==> config.mk <==
export PLATFORM = sky130hd
export DESIGN_NAME = decode_stage
export DESIGN_NICKNAME = d
export VERILOG_FILES = /design/src/rtl/lc3b_pkg.sv /design/src/rtl/decode_stage.sv
export SDC_FILE = /design/constraint.sdc
export NUM_CORES = 1
export LEC_CHECK = 0
export CORE_MARGIN = 5
export CORE_UTILIZATION = 30
export DETAILED_ROUTE_END_ITERATION = 10
export PLACE_DENSITY = 0.55
export SETUP_SLACK_MARGIN = 0.3
export SYNTH_ARGS = -nofsm -noshare
export SYNTH_HDL_FRONTEND = slang
export SYNTH_SLANG_ARGS = --single-unit
==> constraint.sdc <==
create_clock -name clk -period 7.1 [get_ports clk]
set_input_delay 1.42 -clock clk [delete_from_list [all_inputs] [get_ports clk]]
set_output_delay 1.42 -clock clk [all_outputs]
set_load 0.02 [all_outputs]
==> src/rtl/lc3b_pkg.sv <==
// Shared LC-3b encodings and the decode control word carried into execute.
package lc3b_pkg;

    localparam logic [3:0] OP_BR   = 4'h0;
    localparam logic [3:0] OP_ADD  = 4'h1;
    localparam logic [3:0] OP_LDB  = 4'h2;
    localparam logic [3:0] OP_STB  = 4'h3;
    localparam logic [3:0] OP_JSR  = 4'h4;
    localparam logic [3:0] OP_AND  = 4'h5;
    localparam logic [3:0] OP_LDR  = 4'h6;
    localparam logic [3:0] OP_STR  = 4'h7;
    localparam logic [3:0] OP_RTI  = 4'h8;
    localparam logic [3:0] OP_NOT  = 4'h9;
    localparam logic [3:0] OP_LDI  = 4'hA;
    localparam logic [3:0] OP_STI  = 4'hB;
    localparam logic [3:0] OP_JMP  = 4'hC;
    localparam logic [3:0] OP_SHF  = 4'hD;
    localparam logic [3:0] OP_LEA  = 4'hE;
    localparam logic [3:0] OP_TRAP = 4'hF;

    // ALU B-operand immediate selection
    localparam logic [2:0] ALUMUX_ZERO  = 3'd0;
    localparam logic [2:0] ALUMUX_ADJ6  = 3'd1;
    localparam logic [2:0] ALUMUX_SEXT5 = 3'd2;
    localparam logic [2:0] ALUMUX_SEXT6 = 3'd3;
    localparam logic [2:0] ALUMUX_ZEXT4 = 3'd4;

    typedef struct packed {
        logic [3:0] opcode;
        logic       storemux_sel;   // src2 from instr[11:9] (store data)
        logic [2:0] alumux_sel;
        logic       adjmux_sel;     // 1: adj11 (JSR), 0: adj9
        logic       load_regfile;
        logic       load_cc;
        logic       mem_read;
        logic       mem_write;
        logic       mem_byte;
        logic       mem_indirect;
        logic       pc_redirect;
    } lc3b_control_word;

endpackage

==> src/rtl/decode_stage.sv <==
// LC-3b decode stage: register file with write-back bypass, immediate
// generation, control lookup, load-use hazard bubbles and ID/EX register.
// Ports:
//   clk, rst_n                  clock, async active-low reset
//   if_valid/if_instruction/if_pc   instruction from fetch; id_ready accepts it
//   ex_ready, flush             execute backpressure, pipeline kill
//   wb_load/wb_dest/wb_data     register file write port
//   ex_*                        registered ID/EX contents
//   stall_count                 saturating count of hazard bubbles
module decode_stage
    import lc3b_pkg::*;
#(
    parameter int unsigned WIDTH    = 16,
    parameter int unsigned NUM_REGS = 8,
    parameter int unsigned CNT_W    = 16,
    localparam int unsigned RA_W    = $clog2(NUM_REGS)
) (
    input  logic             clk,
    input  logic             rst_n,
    input  logic             if_valid,
    input  logic [15:0]      if_instruction,
    input  logic [WIDTH-1:0] if_pc,
    output logic             id_ready,
    input  logic             ex_ready,
    input  logic             flush,
    input  logic             wb_load,
    input  logic [RA_W-1:0]  wb_dest,
    input  logic [WIDTH-1:0] wb_data,
    output logic             ex_valid,
    output lc3b_control_word ex_ctrl,
    output logic [WIDTH-1:0] ex_pc,
    output logic [WIDTH-1:0] ex_sr1,
    output logic [WIDTH-1:0] ex_sr2,
    output logic [WIDTH-1:0] ex_imm,
    output logic [WIDTH-1:0] ex_adj,
    output logic [WIDTH-1:0] ex_trapvect,
    output logic [RA_W-1:0]  ex_dest,
    output logic [CNT_W-1:0] stall_count
);

    logic [WIDTH-1:0] rf [NUM_REGS];
    logic [3:0]       opcode;
    lc3b_control_word ctrl_c;
    logic [RA_W-1:0]  src1_addr, src2_addr, dest_addr;
    logic [WIDTH-1:0] sr1_c, sr2_c, imm_c, adj_c, trap_c;
    logic [WIDTH-1:0] sext5, sext6, zext4, adj6, adj9, adj11;
    logic             use1_c, use2_c, is_load_c, hazard;
    logic             ex_is_load;

    assign opcode = if_instruction[15:12];

    // Control lookup
    always_comb begin
        ctrl_c            = '0;
        ctrl_c.opcode     = opcode;
        ctrl_c.alumux_sel = ALUMUX_ZERO;
        case (opcode)
            OP_ADD, OP_AND: begin
                ctrl_c.load_regfile = 1'b1;
                ctrl_c.load_cc      = 1'b1;
                ctrl_c.alumux_sel   = if_instruction[5] ? ALUMUX_SEXT5 : ALUMUX_ZERO;
            end
            OP_NOT: begin
                ctrl_c.load_regfile = 1'b1;
                ctrl_c.load_cc      = 1'b1;
            end
            OP_SHF: begin
                ctrl_c.load_regfile = 1'b1;
                ctrl_c.load_cc      = 1'b1;
                ctrl_c.alumux_sel   = ALUMUX_ZEXT4;
            end
            OP_LDR, OP_LDB, OP_LDI: begin
                ctrl_c.load_regfile = 1'b1;
                ctrl_c.load_cc      = 1'b1;
                ctrl_c.mem_read     = 1'b1;
                ctrl_c.mem_byte     = (opcode == OP_LDB);
                ctrl_c.mem_indirect = (opcode == OP_LDI);
                ctrl_c.alumux_sel   = (opcode == OP_LDB) ? ALUMUX_SEXT6 : ALUMUX_ADJ6;
            end
            OP_STR, OP_STB, OP_STI: begin
                ctrl_c.storemux_sel = 1'b1;
                ctrl_c.mem_write    = 1'b1;
                ctrl_c.mem_byte     = (opcode == OP_STB);
                ctrl_c.mem_indirect = (opcode == OP_STI);
                ctrl_c.alumux_sel   = (opcode == OP_STB) ? ALUMUX_SEXT6 : ALUMUX_ADJ6;
            end
            OP_JSR: begin
                ctrl_c.load_regfile = 1'b1;
                ctrl_c.pc_redirect  = 1'b1;
                ctrl_c.adjmux_sel   = 1'b1;
            end
            OP_BR, OP_JMP, OP_RTI: ctrl_c.pc_redirect = 1'b1;
            OP_TRAP: begin
                ctrl_c.load_regfile = 1'b1;
                ctrl_c.pc_redirect  = 1'b1;
            end
            OP_LEA: begin
                ctrl_c.load_regfile = 1'b1;
                ctrl_c.load_cc      = 1'b1;
            end
            default: ;
        endcase
    end

    // Which source registers the fetched instruction actually reads
    always_comb begin
        use1_c = 1'b0;
        use2_c = 1'b0;
        case (opcode)
            OP_ADD, OP_AND: begin
                use1_c = 1'b1;
                use2_c = ~if_instruction[5];
            end
            OP_NOT, OP_SHF, OP_LDR, OP_LDB, OP_LDI, OP_JMP: use1_c = 1'b1;
            OP_JSR: use1_c = ~if_instruction[11];
            OP_STR, OP_STB, OP_STI: begin
                use1_c = 1'b1;
                use2_c = 1'b1;
            end
            default: ;
        endcase
    end

    assign is_load_c = ctrl_c.mem_read;
    assign src1_addr = RA_W'(if_instruction[8:6]);
    assign src2_addr = ctrl_c.storemux_sel ? RA_W'(if_instruction[11:9])
                                           : RA_W'(if_instruction[2:0]);
    assign dest_addr = RA_W'(if_instruction[11:9]);

    // Reads see a same-cycle write-back
    assign sr1_c = (wb_load && (wb_dest == src1_addr)) ? wb_data : rf[src1_addr];
    assign sr2_c = (wb_load && (wb_dest == src2_addr)) ? wb_data : rf[src2_addr];

    // Immediate and offset generation
    assign sext5  = {{(WIDTH-5){if_instruction[4]}}, if_instruction[4:0]};
    assign sext6  = {{(WIDTH-6){if_instruction[5]}}, if_instruction[5:0]};
    assign zext4  = WIDTH'(if_instruction[3:0]);
    assign adj6   = {{(WIDTH-7){if_instruction[5]}}, if_instruction[5:0], 1'b0};
    assign adj9   = {{(WIDTH-10){if_instruction[8]}}, if_instruction[8:0], 1'b0};
    assign adj11  = {{(WIDTH-12){if_instruction[10]}}, if_instruction[10:0], 1'b0};
    assign trap_c = WIDTH'({if_instruction[7:0], 1'b0});
    assign adj_c  = ctrl_c.adjmux_sel ? adj11 : adj9;

    always_comb begin
        imm_c = '0;
        case (ctrl_c.alumux_sel)
            ALUMUX_ADJ6:  imm_c = adj6;
            ALUMUX_SEXT5: imm_c = sext5;
            ALUMUX_SEXT6: imm_c = sext6;
            ALUMUX_ZEXT4: imm_c = zext4;
            default:      imm_c = '0;
        endcase
    end

    assign hazard = if_valid & ex_valid & ex_is_load &
                    ((use1_c & (ex_dest == src1_addr)) | (use2_c & (ex_dest == src2_addr)));

    assign id_ready = flush | (~hazard & (ex_ready | ~ex_valid));

    // Register file
    always_ff @(posedge clk or negedge rst_n) begin
        if (!rst_n) begin
            for (int unsigned i = 0; i < NUM_REGS; i++) rf[i] <= '0;
        end else if (wb_load) begin
            rf[wb_dest] <= wb_data;
        end
    end

    // ID/EX boundary: flush > hold > bubble > capture
    always_ff @(posedge clk or negedge rst_n) begin
        if (!rst_n) begin
            ex_valid    <= 1'b0;
            ex_is_load  <= 1'b0;
            ex_ctrl     <= '0;
            ex_pc       <= '0;
            ex_sr1      <= '0;
            ex_sr2      <= '0;
            ex_imm      <= '0;
            ex_adj      <= '0;
            ex_trapvect <= '0;
            ex_dest     <= '0;
            stall_count <= '0;
        end else if (flush) begin
            ex_valid <= 1'b0;
        end else if (ex_valid && !ex_ready) begin
            ex_valid <= ex_valid;
        end else if (hazard) begin
            ex_valid <= 1'b0;
            if (stall_count != {CNT_W{1'b1}}) stall_count <= stall_count + CNT_W'(1);
        end else begin
            ex_valid    <= if_valid;
            ex_is_load  <= is_load_c;
            ex_ctrl     <= ctrl_c;
            ex_pc       <= if_pc;
            ex_sr1      <= sr1_c;
            ex_sr2      <= sr2_c;
            ex_imm      <= imm_c;
            ex_adj      <= adj_c;
            ex_trapvect <= trap_c;
            ex_dest     <= dest_addr;
        end
    end

endmodule
==> qor.yml <==
finalHoldViolCount: 0
finalPower_mw: 4.18
netlist_instances: 964
muxShareOfSynthArea: 0.292
worst_slew_margin_rel: 0.184
grt_use_total: 0.148
cts_made_buffers: 27
synth-async-reset-ratio: 1.00
worst_pin_slew_ps: 1220
reg2reg_slack_ps: 4080
grt_pass1_wl_mm: 51.6
cts_tree: "built"
place_congestion: 0.808
cp_data_required_time_ps: 5680
drv_slew: 0
layout_common_cells: "dfrtp_1, clkdlybuf4s50_1, mux2_2"
crit_end: "id_ready"
drt_iter0_markers: 474
finClkSkew_ps: 6.97
drive_above_1_share: 0.249
die_w_um: 209
synth_compound_area_frac: 0.0837
dp.cells: 1576
hold_ws_ps: 478
dr.pass1.iters: 5
multi_input_area_mm2: 0.00558
clk_pin_slew_ps: 60
status: "finished, final reports clean"
r2r_start: "ex_is_load$_DFFE_PN0P_"
syn_area_mm2: 0.0119
synth_edf_count: 0
rows: 72
finalSetupViolations: 0
yosysUniqueCellTypes: 57
rsz0062_at_grt: "false"
vias_per_cell: 5.02
drv_cap: 0
numPortBuffers: 180
fin_crit_sh: 0.842
post_cts_buffers: 0
yosys.area_share.adder: 0.00106
diodes: 0
synth_top_family_by_area: "multiplexers"
drcViolationCount: 0
regArea_mm2: 0.00573
cts-root-buf: "clkbuf_16"
fp.dieArea_mm2: 0.0436
worstPathMaxFanout: 17
initial_utilization: 0.305
ant_nets: 0
ir_worst_vdd_mv: 0.209
nFillCells: 3772
dp_hpwl_mm: 20.9
leakage_nw: 6.38
die_h_um: 209
powerDensity_mw_per_mm2: 282
area_growth_pct: 25.0
finalCriticalPeriod_ps: 5980
fmax_ghz: 0.167
antenna_found_initial: 3
core_area_mm2: 0.0389
hold_buffers: 0
finalNetCount: 1145
end_kind: "primary output"
synth.area.top_cells: "dfrtp_1, mux2_2, mux2i_1, mux4_2, mux2_4"
ys_seq_area_frac: 0.483
routedWlPerCell_um: 20.6
routed_wl_mm: 33.5
synth_ff_type: "dfrtp_1"
vias: 8150
grt_max_degree: 159
synth.top_cell.area_share: 0.483
synthSimpleGateAreaFrac: 0.0680
final_common_cell: "dfrtp_1"
path_class: "in -> out"
yosys.area.top_type: "dfrtp_1"
clkSinkCount: 229
startpoint_type: "input pin"
yosys_warnings: 0
clock_latency_ps: 540
cts_buffer_depth: 3
first_global_vias: 8287
critPathLaunch: "if_instruction[13]"
min_path_type: "reg -> reg"
ctsResizeCount: 0
finalSetupTns_ps: 0
syn_area_per_cell_um2: 12.3
ys_ff_latch: 229
min_from: "ex_imm[2]$_DFFE_PN0P_"
synth_xor_xnor_area_share: 0.0170
r2r.worst_path.cells: 6
cp.arrival_ps: 4560
grt_overflow_total: 0
ios: 190
h-tree-depth: 1
r2r_end: "ex_trapvect[7]$_DFFE_PN0P_"
final_cells: 1625
worst min-delay path by stage:
stage,end,slack (ps),cells past startpoint
floorplan,ex_is_load$_DFFE_PN0P_,460,2
global placement,ex_sr2[1]$_DFFE_PN0P_,460,2
detailed placement,ex_imm[2]$_DFFE_PN0P_,470,2
CTS,ex_imm[2]$_DFFE_PN0P_,490,2
global route,ex_sr2[2]$_DFFE_PN0P_,510,2
finish,ex_imm[2]$_DFFE_PN0P_,480,2
worst max-delay path: stages:
cell and delay, ps:
clkdlybuf4s50_1 800, a21bo_4 320, nor3_1 210, a21o_1 200
a221oi_2 100, a21oi_2 700, a21o_1 200, clkdlybuf4s50_1 600
registers in the layout, indices dropped and copies added, names as in the netlist, 3 cells and up:
signal	count
ex_adj	4
ex_trapvect	7
rf	128
ex_pc	16
ex_imm	7
ex_dest	3
ex_ctrl	14
ex_sr2	16
ex_sr1	16
stall_count	16
per-stage QoR:
step           setup slack [ps]  area (µm²)   util
5_1_grt                     910       14800  0.381
4_1_cts                    1130       14800  0.381
3_3_place_gp               1180       13900  0.358
3_5_place_dp               1120       13900  0.358
6_report                   1120       14800  0.381
2_1_floorplan              2740       11900      -
cell type report:
cell class                 count  share of cell area
sequential                   229               0.387
multi-input combinational    626               0.376
clock buffer                  38              0.0517
tap                          518              0.0437
inverter                       9             0.00228
clock inverter                11             0.00937
timing repair buffer         194               0.130
cells by family after synthesis:
family | count (synthesis)
muxes | 275
DFF | 229
and+or+nand+nor | 166
AOI/OAI and AO/OA | 152
buffers and inverters | 117
xor gates and xnor gates | 23
adders and majority gates | 1
other | 1
layer usage:
| layer | up-vias | track usage | part of all wire |
|---|---|---|---|
| met5 | - | 0 | 0.00098 |
| met4 | 6 | 0.0383 | 0.025 |
| met3 | 62 | 0.0327 | 0.066 |
| met2 | 281 | 0.227 | 0.44 |
| met1 | 4091 | 0.214 | 0.47 |
| li1 | 3710 | - | - |
synth_stat cells (all sizes together) (7+ instances only):
| cell | n |
|---|---|
| a21oi | 24 |
| a22oi | 35 |
| buf | 79 |
| clkbuf | 29 |
| dfrtp | 229 |
| inv | 9 |
| mux2 | 158 |
| mux2i | 85 |
| mux4 | 32 |
| nand2 | 82 |
| nand4 | 7 |
| nor2 | 31 |
| nor3 | 8 |
| nor3b | 8 |
| o21ai | 54 |
| o31ai | 21 |
| xnor2 | 7 |
| xor2 | 16 |
where the power goes:
group | internal, mW | leakage (nW) | total [mW] | switching [mW]
registers | 1.55 | 2.81 | 1.72 | 0.173
clock network | 0.860 | 0.442 | 1.42 | 0.563
logic | 0.547 | 3.13 | 1.04 | 0.490
total | 2.96 | 6.38 | 4.18 | 1.23
No activity file was read; power rests on OpenSTA's default activity.
==> edit 1, RTL diff (same flow settings) <==
Make the reset (`rst_n`) synchronous in 2 clocked blocks. Comments in the files are not updated.
--- a/src/rtl/decode_stage.sv
+++ b/src/rtl/decode_stage.sv
@@ -160,3 +160,3 @@
     // Register file
-    always_ff @(posedge clk or negedge rst_n) begin
+    always_ff @(posedge clk) begin
         if (!rst_n) begin
@@ -169,3 +169,3 @@
     // ID/EX boundary: flush > hold > bubble > capture
-    always_ff @(posedge clk or negedge rst_n) begin
+    always_ff @(posedge clk) begin
         if (!rst_n) begin
Formal check against the unedited RTL: differs if rst_n is asserted again (counterexample within 4 cycles, from zero or initial values and one cycle with rst_n low); with rst_n held inactive, the same outputs for 4 cycles.
==> edit 1 against the unedited design <==
  * Sequential power is 11% lower
  * Routed wire length is 5.8% higher
  * Clock power is 6% lower
  * Total power is 19% lower
  * Critical endpoint unchanged
  * Area after synthesis is 0.57% lower
  * Worst setup slack better by 0.29 ns
  * Sequential share of layout area is 1.2 points higher
  * Count of clock-buffer cells in the layout stayed put
  * Register-to-register slack better by 0.22 ns
  * Cell count is 3.3% higher
  * Die area is 0.55% lower
  * Worst hold slack worse by 0.0068 ns
  * Sequential cell count stayed put
  * Final area is 0.73% lower
==> edit 1: results (changes against the unedited design) <==
metric;value;unit;change
yosysSeqAreaShare;0.498;;was 0.483
cp_max_fo;16;;was 17
grt_max_degree;102;;was 159
track_usage;0.157;;was 0.148
antenna_found_initial;6;;was 3
vdd_drop_max;0.154;mV;was 0.209 mV
gp_congestion;0.749;;was 0.808
status;finished clean;;unchanged
first_pass_iters;4;;was 5
fin_worst_skew;0.00844;ns;was 0.00697 ns
yosysWarningCount;0;;unchanged
grt_pass1_wl;53.5;mm;was 51.6 mm
synthTopCellsByCount;mux2i_1, and2_1, edfxtp_1;;was dfrtp_1, mux2_2, mux2i_1
clockBufferDepth;3;;unchanged
pre_cts_ws;1.46;ns;was 1.12 ns
synth.distinct_cells;55;;was 57
postCtsSetupRepairBufs;0;;unchanged
regMostFlops;rf;;unchanged
dp_hpwl;22.8;mm;was 20.9 mm
cts_buffers;26;;was 27
power_leakage;0.00548;uW;was 0.00638 uW
drive_above_1_share;0.0993;;was 0.249
cts_resized;0;;unchanged
synthTopCellsByArea;edfxtp_1, dfxtp_1, mux2i_1;;was dfrtp_1, mux2_2, mux2i_1
clock-root-buffer;clkbuf_16;;unchanged
grt_pass1_vias;8417;;was 8287
viasPerCell;5.02;;about the same
synth_edf_count;128;;was 0
async_reset_ff_frac;0;;was 1.00
synth.avg_cell_area;11.7;um^2;was 12.3 um^2
arrival;4.27;ns;was 4.56 ns
finalNonFillerCells;1679;;was 1625
drtIter0Drc;445;;was 474
placed_cells;1628;;was 1576
routed_wl;35.5;mm;was 33.5 mm
nets;1196;;was 1145
worst_pin_slew;1.18;ns;was 1.22 ns
-- edit 1: final cells by class --
cell class	count	area, um^2
timing repair buffer	203	1970
inverter	2	7.51
tap	518	648
clock inverter	10	76.3
sequential	229	5870
clock buffer	38	777
multi-input combinational	676	5360
fill	3743	24000
antenna	3	7.51
-- edit 1: per-layer routing --
metal	GRT usage	share of wire
met1	0.206	0.44
met2	0.268	0.48
met3	0.0300	0.059
met4	0.0385	0.020
met5	0	0.0011
-- edit 1: worst paths after layout --
kind                       from          to  slack, ns  depth (start not counted)
max reg2reg          ex_dest[2]  ex_imm[14]       4.30                          8
max          if_instruction[13]    id_ready       1.41                          8
min reg2reg          ex_ctrl[6]  ex_ctrl[6]       0.47                          2
min                  ex_ctrl[6]  ex_ctrl[6]       0.47                          2
-- edit 1: worst max-delay path: stages --
cell	delay [ns]
clkdlybuf4s50_1	0.81
a21boi_4	0.39
nand2_4	0.14
mux2i_4	0.27
o2111a_2	0.32
nor2_1	0.18
a21o_1	0.14
clkdlybuf4s50_1	0.59
-- edit 1: cells by family (layout without fill, tap and decap cells) --
kind of cell	after synthesis	after routing	share of synthesized area
AO/OA/AOI/OAI	154	154	0.0924
buffers and inverters	110	253	0.0536
adder cells (fa/ha/maj)	1	1	0.00106
flip-flops	229	229	0.498
multiplexers	177	177	0.185
other	1	12	0.000318
AND/OR/NAND/NOR	321	321	0.159
XOR/XNOR	14	14	0.0104
-- edit 1: per-stage QoR --
stage          area [um^2]   util  total power, uW
2_1_floorplan        11800      -             1880
3_3_place_gp         13900  0.358             2090
3_5_place_dp         13900  0.358             2100
4_1_cts              14700  0.380             3440
5_1_grt              14700  0.380             3530
6_report             14700  0.380             3400
-- edit 1: where the power goes --
| group | total [uW] | internal [uW] | switching (uW) |
|---|---|---|---|
| sequential | 1530 | 1480 | 47.5 |
| combinational | 538 | 245 | 293 |
| clock | 1330 | 792 | 540 |
| total | 3400 | 2520 | 880 |
==> edit 2, RTL diff (same settings) <==
Without the edit above. Set the parameter `CNT_W` to 32 (it was 16).
--- a/src/rtl/decode_stage.sv
+++ b/src/rtl/decode_stage.sv
@@ -14,3 +14,3 @@
     parameter int unsigned NUM_REGS = 8,
-    parameter int unsigned CNT_W    = 16,
+    parameter int unsigned CNT_W    = 32,
     localparam int unsigned RA_W    = $clog2(NUM_REGS)
Interface: changed (resized stall_count); port bits go from 190 to 206. The function was not compared with the original's and may differ.
==> edit 2 against the unedited design <==
  * Routed wire length rose by 5.2%
  * Area after synthesis rose by 6.6%
  * Sequential cell count rose by 16
  * Worst setup slack improved by 0.25 ns
  * Total power rose by 4.3%
  * Register-to-register slack improved by 0.35 ns
  * Fmax rose by 4.4%
  * Worst hold slack got worse by 0.0010 ns
  * Final area rose by 7.4%
  * Global-route usage barely moved
  * Critical endpoint unchanged
  * Largest cell class unchanged
  * Largest power group unchanged
==> edit 2: results (changes against the unedited design) <==
metric;value;unit;change
cts_buffers;29;;was 27
hold_depth;1;;was 2
synth_fa_ha_area_frac;0.00495;;was 0.00106
clock_latency;0.56;ns;was 0.54 ns
grt_pass1_wl;55.6;mm;was 51.6 mm
grt_pass1_vias;9172;;was 8287
pre_cts_ws;1.39;ns;was 1.12 ns
dr_wl_met3;2.18;mm;was 2.21 mm
power_leakage;0.00674;uW;was 0.00638 uW
synthTopCellsByCount;dfrtp_1, mux2_2, nand2_1;;was dfrtp_1, mux2_2, mux2i_1
r2r_slack;4.43;ns;was 4.08 ns
synth.distinct_cells;54;;was 57
r2r-end;stall_count[1];;was ex_trapvect[7]
synthTopCellsByArea;dfrtp_1, mux2_2, mux2i_1;;unchanged
antenna_found_initial;1;;was 3
viasPerCell;5.02;;about the same
grt_max_degree;128;;was 159
routed_wl;35.3;mm;was 33.5 mm
dp_hpwl;22.2;mm;was 20.9 mm
wl_met1;16.1;mm;was 15.6 mm
yosysSeqAreaShare;0.485;;was 0.483
cp_max_fo;10;;was 17
track_usage;0.149;;was 0.148
synth_xor_xnor_area_share;0.0263;;was 0.0170
hold_path_startpoint;stall_count[18];;was ex_imm[2]
synthMuxAreaShare;0.269;;was 0.292
hold_end;stall_count[18];;was ex_imm[2]
nFillCells;4043;;was 3772
io_buffers;196;;was 180
status;finished clean;;unchanged
gp_congestion;0.786;;was 0.808
drive_above_1_share;0.233;;was 0.249
whs;0.477;ns;was 0.478 ns
worstRegToRegCells;6;;unchanged
rr_startpoint;stall_count[6];;was ex_is_load
vdd_drop_max;0.177;mV;was 0.209 mV
crit_family;buffers and inverters;;was compound AO/OA/AOI/OAI gates
slew_headroom;0.240;;was 0.184
drtIter0Drc;527;;was 474
fin_worst_skew;0.0257;ns;was 0.00697 ns
num_antenna_cells;0;;unchanged
arrival;4.31;ns;was 4.56 ns
nets;1271;;was 1145
synth_compound_area_frac;0.0652;;was 0.0837
## edit 2: cell types whose count changed in the layout (fill, tap and decap cells not counted), moves of 10 or more
cell,change
nand2_1,+11
dfrtp_1,+16
a22oi_1,-32
nand3_1,+10
nor3_1,+35
clkdlybuf4s50_1,+16
mux2_4,-29
o22ai_1,+32
xor2_1,+16
mux2_2,+33
a21oi_1,-15
## edit 2: cell type report
cell class	instances	area [um^2]	area share
flip-flops and latches	245	6130	0.385
multi-input cells	707	5960	0.374
repair buffers	217	2150	0.135
clock inverters	14	160	0.0101
well taps	539	674	0.0423
inverters	9	33.8	0.00212
clock buffers	40	817	0.0513
## edit 2: worst max path at each step
stage | from | to | slack, ns | depth (start not counted)
global route | if_instruction[13] | id_ready | 1.22 | 8
finish | if_instruction[13] | id_ready | 1.37 | 8
detailed placement | if_instruction[13] | id_ready | 1.39 | 8
floorplan | if_instruction[12] | id_ready | 2.48 | 8
CTS | if_instruction[13] | id_ready | 1.38 | 8
global placement | if_instruction[12] | id_ready | 1.45 | 8
## edit 2: through the flow
stage,total power (uW),area [um^2],instances
after floorplan,2460,12700,1075
after global placement,2860,14900,1717
after detailed placement,2880,14900,1717
after CTS,4430,15900,1771
after global routing,4600,15900,1771
final,4360,15900,1771
## edit 2: cell families after synthesis
family	Yosys count
other	1
adders and majority gates	5
DFF	245
buffers and inverters	123
muxes	279
AOI/OAI and AO/OA	133
and+or+nand+nor	243
xor gates and xnor gates	38
## edit 2: power breakdown
part | total [uW] | internal (uW) | switching (uW)
sequential | 1810 | 1640 | 171
combinational | 1030 | 539 | 488
clock | 1520 | 913 | 611
## edit 2: routing by layer
metal  global-route usage  vias to the layer above
met5                    0                        -
met4               0.0348                        2
met3               0.0300                       45
met2                0.235                      241
met1                0.211                     4471
li1                     -                     4136
